--- config.mk ---
export PLATFORM = sky130hd
export DESIGN_NAME = color_conv_ctrl_fsm
export DESIGN_NICKNAME = d
export VERILOG_FILES = /design/src/rtl/color_conv_package.sv /design/src/rtl/hwpe_stream_package.sv /design/src/rtl/color_conv_addrgen_cfg.sv /design/src/rtl/color_conv_ctrl_fsm.sv
export SDC_FILE = /design/constraint.sdc
export NUM_CORES = 1
export LEC_CHECK = 0
export CORE_AREA = 2 2 172 174
export CTS_BUF_LIST = sky130_fd_sc_hd__clkbuf_4 sky130_fd_sc_hd__clkbuf_8
export DETAILED_ROUTE_END_ITERATION = 12
export DIE_AREA = 0 0 174 176
export PLACE_DENSITY_LB_ADDON = 0.15
export RECOVER_POWER = 50
export SLEW_MARGIN = 20
export SYNTH_ARGS = -nofsm -noshare
export SYNTH_HDL_FRONTEND = slang
export SYNTH_SLANG_ARGS = --single-unit
export TNS_END_PERCENT = 1
--- constraint.sdc ---
create_clock -name clk_i -period 2.3 [get_ports clk_i]
set_input_delay 0.46 -clock clk_i [delete_from_list [all_inputs] [get_ports clk_i]]
set_output_delay 0.46 -clock clk_i [all_outputs]
set_load 0.01 [all_outputs]
--- src/rtl/color_conv_package.sv ---
// Shared types, constants and word-count helper for the colour-conversion
// control stage.
package color_conv_package;

   typedef enum logic [1:0] {
      IDLE   = 2'd0,
      START  = 2'd1,
      RUN    = 2'd2,
      FINISH = 2'd3
   } ctrl_state_e;

   // Single-line, single-feature transfers: the feature/loop machinery stays off.
   localparam logic [15:0] FEAT_LENGTH_DEF  = 16'd1;
   localparam logic [15:0] FEAT_STRIDE_DEF  = 16'd0;
   localparam logic [15:0] FEAT_ROLL_DEF    = 16'd0;
   localparam logic        LOOP_OUTER_DEF   = 1'b0;
   localparam logic        REALIGN_TYPE_DEF = 1'b0;

   // Written as quotient plus remainder test so it cannot overflow near all-ones.
   function automatic logic [63:0] ceil_div(input logic [63:0] num, input logic [63:0] den);
      return (num / den) + (((num % den) != 64'd0) ? 64'd1 : 64'd0);
   endfunction

endpackage

--- src/rtl/hwpe_stream_package.sv ---
// Streamer-side control/flag structs for the source and sink ports that the
// colour-conversion control stage drives and observes.
package hwpe_stream_package;

   typedef struct packed {
      logic [31:0] base_addr;
      logic [31:0] trans_size;
      logic [15:0] line_stride;
      logic [15:0] line_length;
      logic [15:0] feat_stride;
      logic [15:0] feat_length;
      logic [15:0] feat_roll;
      logic        loop_outer;
      logic        realign_type;
      logic [7:0]  step;
   } ctrl_addressgen_t;

   typedef struct packed {
      logic             req_start;
      ctrl_addressgen_t addressgen_ctrl;
   } ctrl_sourcesink_t;

   typedef struct packed {
      logic ready_start;
      logic done;
   } flags_sourcesink_t;

endpackage

--- src/rtl/color_conv_addrgen_cfg.sv ---
// Combinational builder of one streamer control struct from base address,
// word count and byte step; req_start is always left low here.
module color_conv_addrgen_cfg
   import hwpe_stream_package::*;
   import color_conv_package::*;
(
   input  logic [31:0]      base_addr,
   input  logic [31:0]      words,
   input  logic [7:0]       step,
   output ctrl_sourcesink_t ctrl
);

   always_comb begin
      ctrl = '0;
      ctrl.addressgen_ctrl.base_addr    = base_addr;
      ctrl.addressgen_ctrl.trans_size   = words;
      ctrl.addressgen_ctrl.line_length  = words[15:0];
      ctrl.addressgen_ctrl.line_stride  = {8'd0, step};
      ctrl.addressgen_ctrl.feat_length  = FEAT_LENGTH_DEF;
      ctrl.addressgen_ctrl.feat_stride  = FEAT_STRIDE_DEF;
      ctrl.addressgen_ctrl.feat_roll    = FEAT_ROLL_DEF;
      ctrl.addressgen_ctrl.loop_outer   = LOOP_OUTER_DEF;
      ctrl.addressgen_ctrl.realign_type = REALIGN_TYPE_DEF;
      ctrl.addressgen_ctrl.step         = step;
   end

endmodule

--- src/rtl/color_conv_ctrl_fsm.sv ---
// Job control for the colour-conversion streamer: latches a job, handshakes
// start with source and sink, waits for both done flags and times the job.
module color_conv_ctrl_fsm
   import hwpe_stream_package::*;
   import color_conv_package::*;
#(
   parameter int unsigned STREAM_WIDTH = 96,
   parameter int unsigned CNT_WIDTH    = 32
) (
   input  logic                 clk_i,
   input  logic                 rst_ni,
   input  logic                 clear_i,
   input  logic                 start_i,
   input  logic [31:0]          src_addr_i,
   input  logic [31:0]          dst_addr_i,
   input  logic [CNT_WIDTH-1:0] n_pixels_i,
   output ctrl_sourcesink_t     source_stream_ctrl_o,
   input  flags_sourcesink_t    source_stream_flags_i,
   output ctrl_sourcesink_t     sink_stream_ctrl_o,
   input  flags_sourcesink_t    sink_stream_flags_i,
   output logic                 busy_o,
   output logic                 done_o,
   output logic [CNT_WIDTH-1:0] cycles_o
);

   localparam int unsigned PIX_PER_WORD = STREAM_WIDTH / 24;
   localparam int unsigned STEP         = STREAM_WIDTH / 8;
   localparam logic [7:0]  STEP_B       = 8'(STEP);

   ctrl_state_e          state_reg, state_next;
   logic [CNT_WIDTH-1:0] words_in;
   logic [31:0]          words_32;
   logic [31:0]          base_in  [2];
   ctrl_sourcesink_t     cfg      [2];
   ctrl_sourcesink_t     ctrl_reg [2];
   ctrl_sourcesink_t     ctrl_out [2];
   logic                 src_done_reg, snk_done_reg;
   logic [CNT_WIDTH-1:0] cnt_reg, cycles_reg;
   logic                 job_start, handshake, both_done, req_start;

   assign words_in   = CNT_WIDTH'(ceil_div(64'(n_pixels_i), 64'(PIX_PER_WORD)));
   assign words_32   = 32'(words_in);
   assign base_in[0] = src_addr_i;
   assign base_in[1] = dst_addr_i;

   assign job_start = (state_reg == IDLE) && start_i && !clear_i;
   assign handshake = (state_reg == START) && source_stream_flags_i.ready_start
                      && sink_stream_flags_i.ready_start && !clear_i;
   assign both_done = (src_done_reg | source_stream_flags_i.done)
                      & (snk_done_reg | sink_stream_flags_i.done);

   always_ff @(posedge clk_i or negedge rst_ni) begin
      if (!rst_ni) state_reg <= IDLE;
      else         state_reg <= state_next;
   end

   always_comb begin
      state_next = state_reg;
      case (state_reg)
         IDLE:    if (start_i) state_next = (words_in == '0) ? FINISH : START;
         START:   if (handshake) state_next = RUN;
         RUN:     if (both_done) state_next = FINISH;
         FINISH:  state_next = IDLE;
         default: state_next = IDLE;
      endcase
      if (clear_i) state_next = IDLE;
   end

   always_comb begin
      req_start = handshake;
      busy_o    = (state_reg != IDLE);
      done_o    = (state_reg == FINISH) && !clear_i;
   end

   // Address fields survive clear; only reset or a new job start touches them.
   genvar gi;
   generate
      for (gi = 0; gi < 2; gi++) begin : g_port
         color_conv_addrgen_cfg u_cfg (
            .base_addr (base_in[gi]),
            .words     (words_32),
            .step      (STEP_B),
            .ctrl      (cfg[gi])
         );

         always_ff @(posedge clk_i or negedge rst_ni) begin
            if (!rst_ni)        ctrl_reg[gi] <= '0;
            else if (job_start) ctrl_reg[gi] <= cfg[gi];
         end

         always_comb begin
            ctrl_out[gi]           = ctrl_reg[gi];
            ctrl_out[gi].req_start = ctrl_reg[gi].req_start | req_start;
         end
      end
   endgenerate

   assign source_stream_ctrl_o = ctrl_out[0];
   assign sink_stream_ctrl_o   = ctrl_out[1];

   always_ff @(posedge clk_i or negedge rst_ni) begin
      if (!rst_ni) begin
         src_done_reg <= 1'b0;
         snk_done_reg <= 1'b0;
      end else if (clear_i || state_reg == FINISH) begin
         src_done_reg <= 1'b0;
         snk_done_reg <= 1'b0;
      end else if (state_reg == RUN) begin
         if (source_stream_flags_i.done) src_done_reg <= 1'b1;
         if (sink_stream_flags_i.done)   snk_done_reg <= 1'b1;
      end
   end

   always_ff @(posedge clk_i or negedge rst_ni) begin
      if (!rst_ni) begin
         cnt_reg    <= '0;
         cycles_reg <= '0;
      end else begin
         if (clear_i || job_start)
            cnt_reg <= '0;
         else if (state_reg != IDLE && cnt_reg != '1)
            cnt_reg <= cnt_reg + 1'b1;
         if (state_reg == FINISH && !clear_i)
            cycles_reg <= cnt_reg;
      end
   end

   assign cycles_o = cycles_reg;

endmodule
* After elaboration in Yosys (flattened, before gate mapping) *
Cells that the tools add are included.

cells by class
  $add $sub $neg = 2
  eq/ne operators = 7
  mux-type cells = 15
  bitwise logic cells = 3
  reduce and logical (&&, ||, !) cells = 21

operators with widths
  operator                                                               number
  32-bit two-way mux                                                     2
  64-bit nonzero test                                                    1
  32-bit by 1-bit adder with 32-bit output, second input constant        1
  32-bit zero test                                                       1
  32-bit inequality test, second input constant                          1
  30-bit by 1-bit adder with 31-bit output                               1
  2-bit two-way mux                                                      5
  2-bit nonzero test                                                     5
  3-bit inequality test, second input constant                           3
  2-bit one-hot mux with 4 select lines                                  1
  1-bit logical AND                                                      7
  1-bit two-way mux                                                      7
  2-bit equality test, second input constant                             2
  2-bit AND reduction                                                    2
  3-bit AND reduction                                                    1
  2-bit by 1-bit equality test with 1-bit output, second input constant  1
  2-bit zero test                                                        1
  1-bit logical OR                                                       2
  1-bit bitwise OR                                                       2
  1-bit bitwise AND                                                      1
  1-bit zero test                                                        1

storage, ports and cells
  bits in registers = 182
  bits of input ports = 104
  logic and storage cells = 59

* Logic depth before layout (Yosys ltp) *
  word-level depth = 8
  mapped depth = 11

* Cells and area by module *
Synthesis repeated with hierarchy kept, for this count alone.

unflattened totals
  cell total of the unflattened synthesis = 1727
  area total of the unflattened synthesis = 20218.1 µm²

modules (own cells, without submodules)
  module                  times used  cells each  area each (µm²)  sequential area each (µm²)
  color_conv_ctrl_fsm     1           1413        17875.9          9459.1
  color_conv_addrgen_cfg  2           157         1171.1           0.0

* Worst setup path before layout *
Ideal clock, no wire load.

  path type = input -> register
  start point = input port n_pixels_i[1]
  end point = register state_reg[1]
  setup time = 0.104 ns
  arrival time = 2.745 ns
  slack = -0.549 ns
  stages on the path = 11
  buffers on the path = 1
  path through = or2_2 ha_1 ha_1 nand4_1 or4_1 buf_2 nor4_4 and3_1 o21ai_1 a21o_1 o41ai_2

between the ends
  word-level cells in the longest chain between the ends = 8

ends and longest elaborated chain
  item                                      line                       source
  start: declaration                        color_conv_ctrl_fsm.sv:16  input logic [CNT_WIDTH-1:0] n_pixels_i,
  64-bit nonzero test                       color_conv_package.sv:21   return (num / den) + (((num % den) != 64'd0) ? 64'd1 : 64'd0);
  1-bit two-way mux                         color_conv_package.sv:21
  30-bit by 1-bit adder with 31-bit output  color_conv_package.sv:21
  32-bit zero test                          color_conv_ctrl_fsm.sv:60  IDLE: if (start_i) state_next = (words_in == '0) ? FINISH : START;
  2-bit two-way mux (2 in series)           color_conv_ctrl_fsm.sv:60
  2-bit one-hot mux with 4 select lines     color_conv_ctrl_fsm.sv:59  case (state_reg)
  2-bit two-way mux                         color_conv_ctrl_fsm.sv:66  if (clear_i) state_next = IDLE;
  end signal: assignment                    color_conv_ctrl_fsm.sv:54  else state_reg <= state_next;
  end: declaration                          color_conv_ctrl_fsm.sv:30  ctrl_state_e state_reg, state_next;

Every way passes these cells. The select of a mux whose other input is x is not followed.
A chain may end at the register's enable or synchronous reset.

* Final worst setup path *
Ends and elaborated chain as after synthesis.

==> metrics.txt <==
Sink Count 164; Synth Warn # 0; most frequent cells in the layout 210 x clkdlybuf4s50_1, 164 x dfrtp_1, 140 x conb_1, 97 x mux2_2, 85 x buf_4; Clock Tree Buf Depth 2; area of the multi-input gates 3790 µm²; Max VDD drop roughly 0.00045 V; status finished, violations left; Async SR Flop Fraction 1.00; chip height about 180 µm; PD cells 796 nW/µm²; Post-synth EDFFs 0; worst slew pin tran 1550 ps; number of global-route vias before repair 6,585; final worst path period share 1.02; synthesized cell area 9060 µm²; final core area utilization 0.444; first-pass GRT wire length 38.4 mm; RSZ-0062 raised after global routing true; Die W between 150 and 200 µm; share of layout cells above drive strength 1 0.208; CTS tree built; vias ~6,700; Top FF cell, synth dfrtp_1; cts bufs inserted 17; CTS clk-pin slew, worst paths 100 ps; WL/cell 15.8 µm; largest net degree at the start of global routing 61; TritonRoute pass-1 iters 7; final setup fails 1; cells after synthesis just under 900; CP endpoint kind flip-flop; net count reported at finish 1,300; crit-path max FO 3; Detailed Place HPWL 19.2 mm; Synth-to-Final Area Change 39.7%; Critical Path AT 2690 ps; routability cong. around 0.82; relative slew slack -0.0348; Core Area 28,500 µm²; initial antenna violation count 1; Max Cap Viol 1; Die ar. 30,600 µm²; post-route ant nets 0; sequential fraction of the synthesis area 0.453; most common cell after layout, fill and taps aside clkdlybuf4s50_1; Avg Cell Area, Syn 10.4 µm²; fmax 426 MHz; total grt overflow 0; DRT iter0 DRCs between 200 and 250; register area 4100 µm²; # port buffers 307; Final Max Slew Viols 56; CP Class in -> reg; Tmin final 2350 ps; failing checks capacitance limit, slew limit, setup timing; Setup WS post-layout -48.0 ps; library cells used by synthesis 50; CP Launch Type input port; Total GRT Usage 0.161; clock skew between 20 and 25 ps; Vias per Instance 4.23; CTS Root Cell clkbuf_8; Initial Util 0.317; CP required about 2600 ps; total design power between 10 and 15 mW; routed wire length 25.0 mm; I/O pins 448; site row count 62; DRC Markers 0; Fillers 2,786; Hold Fails Final Rpt 0; pre-CTS setup slack -794 ps; #FFs+latches synth 164; Lkg Pwr 5.75 nW; later-pin clock latency in the skew report 460 ps; Tightest Hold Check Type in -> reg; # H-tree levels 4; max FFs per register 64
synthesized netlist by cell type, types with 10 or more instances:
| library cell | count | area (µm²) |
|---|---|---|
| mux2_2 | 97 | 1090 |
| clkbuf_1 | 26 | 97.6 |
| inv_1 | 10 | 37.5 |
| nand4_1 | 23 | 144 |
| dfrtp_1 | 164 | 4100 |
| buf_4 | 215 | 1610 |
| o21ai_0 | 43 | 215 |
| nand3_1 | 26 | 130 |
| and3_1 | 10 | 62.6 |
| xor2_1 | 32 | 280 |
| nand2_1 | 60 | 225 |
| nor3_1 | 13 | 65.1 |
| nor2_1 | 54 | 203 |
| xnor2_1 | 23 | 201 |
cell families after synthesis:
| family | Yosys count | share of synthesized area |
|---|---|---|
| buffers and inverters | 255 | 0.195 |
| AND/OR/NAND/NOR | 227 | 0.126 |
| flip-flops | 164 | 0.453 |
| multiplexers | 98 | 0.122 |
| AO/OA/AOI/OAI | 62 | 0.0396 |
| XOR/XNOR | 55 | 0.0531 |
| adder cells (fa/ha/maj) | 8 | 0.0110 |
| other | 1 | 0.000414 |
power by group:
| group | leakage (nW) | total (mW) | switching (mW) | internal, mW |
|---|---|---|---|---|
| logic | 3.47 | 3.94 | 1.65 | 2.28 |
| clock network | 0.193 | 2.19 | 1.26 | 0.925 |
| registers | 2.09 | 3.95 | 0.446 | 3.51 |
| total | 5.75 | 10.1 | 3.36 | 6.71 |
repair_timing:
action	CTS	global route
setup buffers	8	8
setup endpoints to repair	9	28
resized for setup	13	31
hold buffers	1	0
hold endpoints to repair	17	0
pin swaps	10	13
metal layers:
| metal | track usage | up-vias | wire, µm |
|---|---|---|---|
| met5 | 0 | - | 0 |
| li1 | - | 3217 | - |
| met1 | 0.204 | 3215 | 10900 |
| met2 | 0.271 | 253 | 12200 |
| met3 | 0.0500 | 16 | 1770 |
| met4 | 0.0319 | 0 | 202 |
stage by stage:
stage / hold WS, ps / TNS (ps) / cells / area, µm²
2_1_floorplan: 164 / -682 / 1009 / 9630
3_3_place_gp: 468 / -7340 / 1536 / 12100
3_5_place_dp: 473 / -8040 / 1536 / 12100
4_1_cts: 501 / -191 / 1577 / 12600
5_1_grt: 415 / -4260 / 1585 / 12700
6_report: 445 / -48.0 / 1586 / 12700
area by class of cell:
| cell class | count | area share |
|---|---|---|
| inverters | 10 | 0.00296 |
| flip-flops and latches | 164 | 0.324 |
| diodes | 1 | 0.000198 |
| multi-input cells | 590 | 0.300 |
| well taps | 384 | 0.0379 |
| clock buffers | 18 | 0.0191 |
| repair buffers | 405 | 0.303 |
| clock inverters | 14 | 0.0129 |
critical path, cell delays in order:
cell and delay, ps:
clkbuf_2 80, or2_4 110, ha_4 160, ha_4 140, nand4_1 100, or4_1 550, buf_6 150, buf_6 120
buf_4 130, nor2_2 110, nand3_1 90, a21o_1 180, o41ai_2 320
final timing paths:
kind | startpoint | endpoint | slack (ps) | cells past startpoint
worst max register to register | cnt_reg[1] | cnt_reg[22] | 80 | 10
worst max-delay path | n_pixels_i[1] | state_reg[1] | -50 | 13
worst min-delay path | n_pixels_i[2] | sink_stream_ctrl_o[58] | 450 | 3
max in group asynchronous | rst_ni | cnt_reg[31] | 250 | 3
min in group asynchronous | rst_ni | sink_stream_ctrl_o[67] | 900 | 2
worst min register to register | cycles_o[26] | cycles_o[26] | 490 | 2
Power figures use the tool's default switching activity.
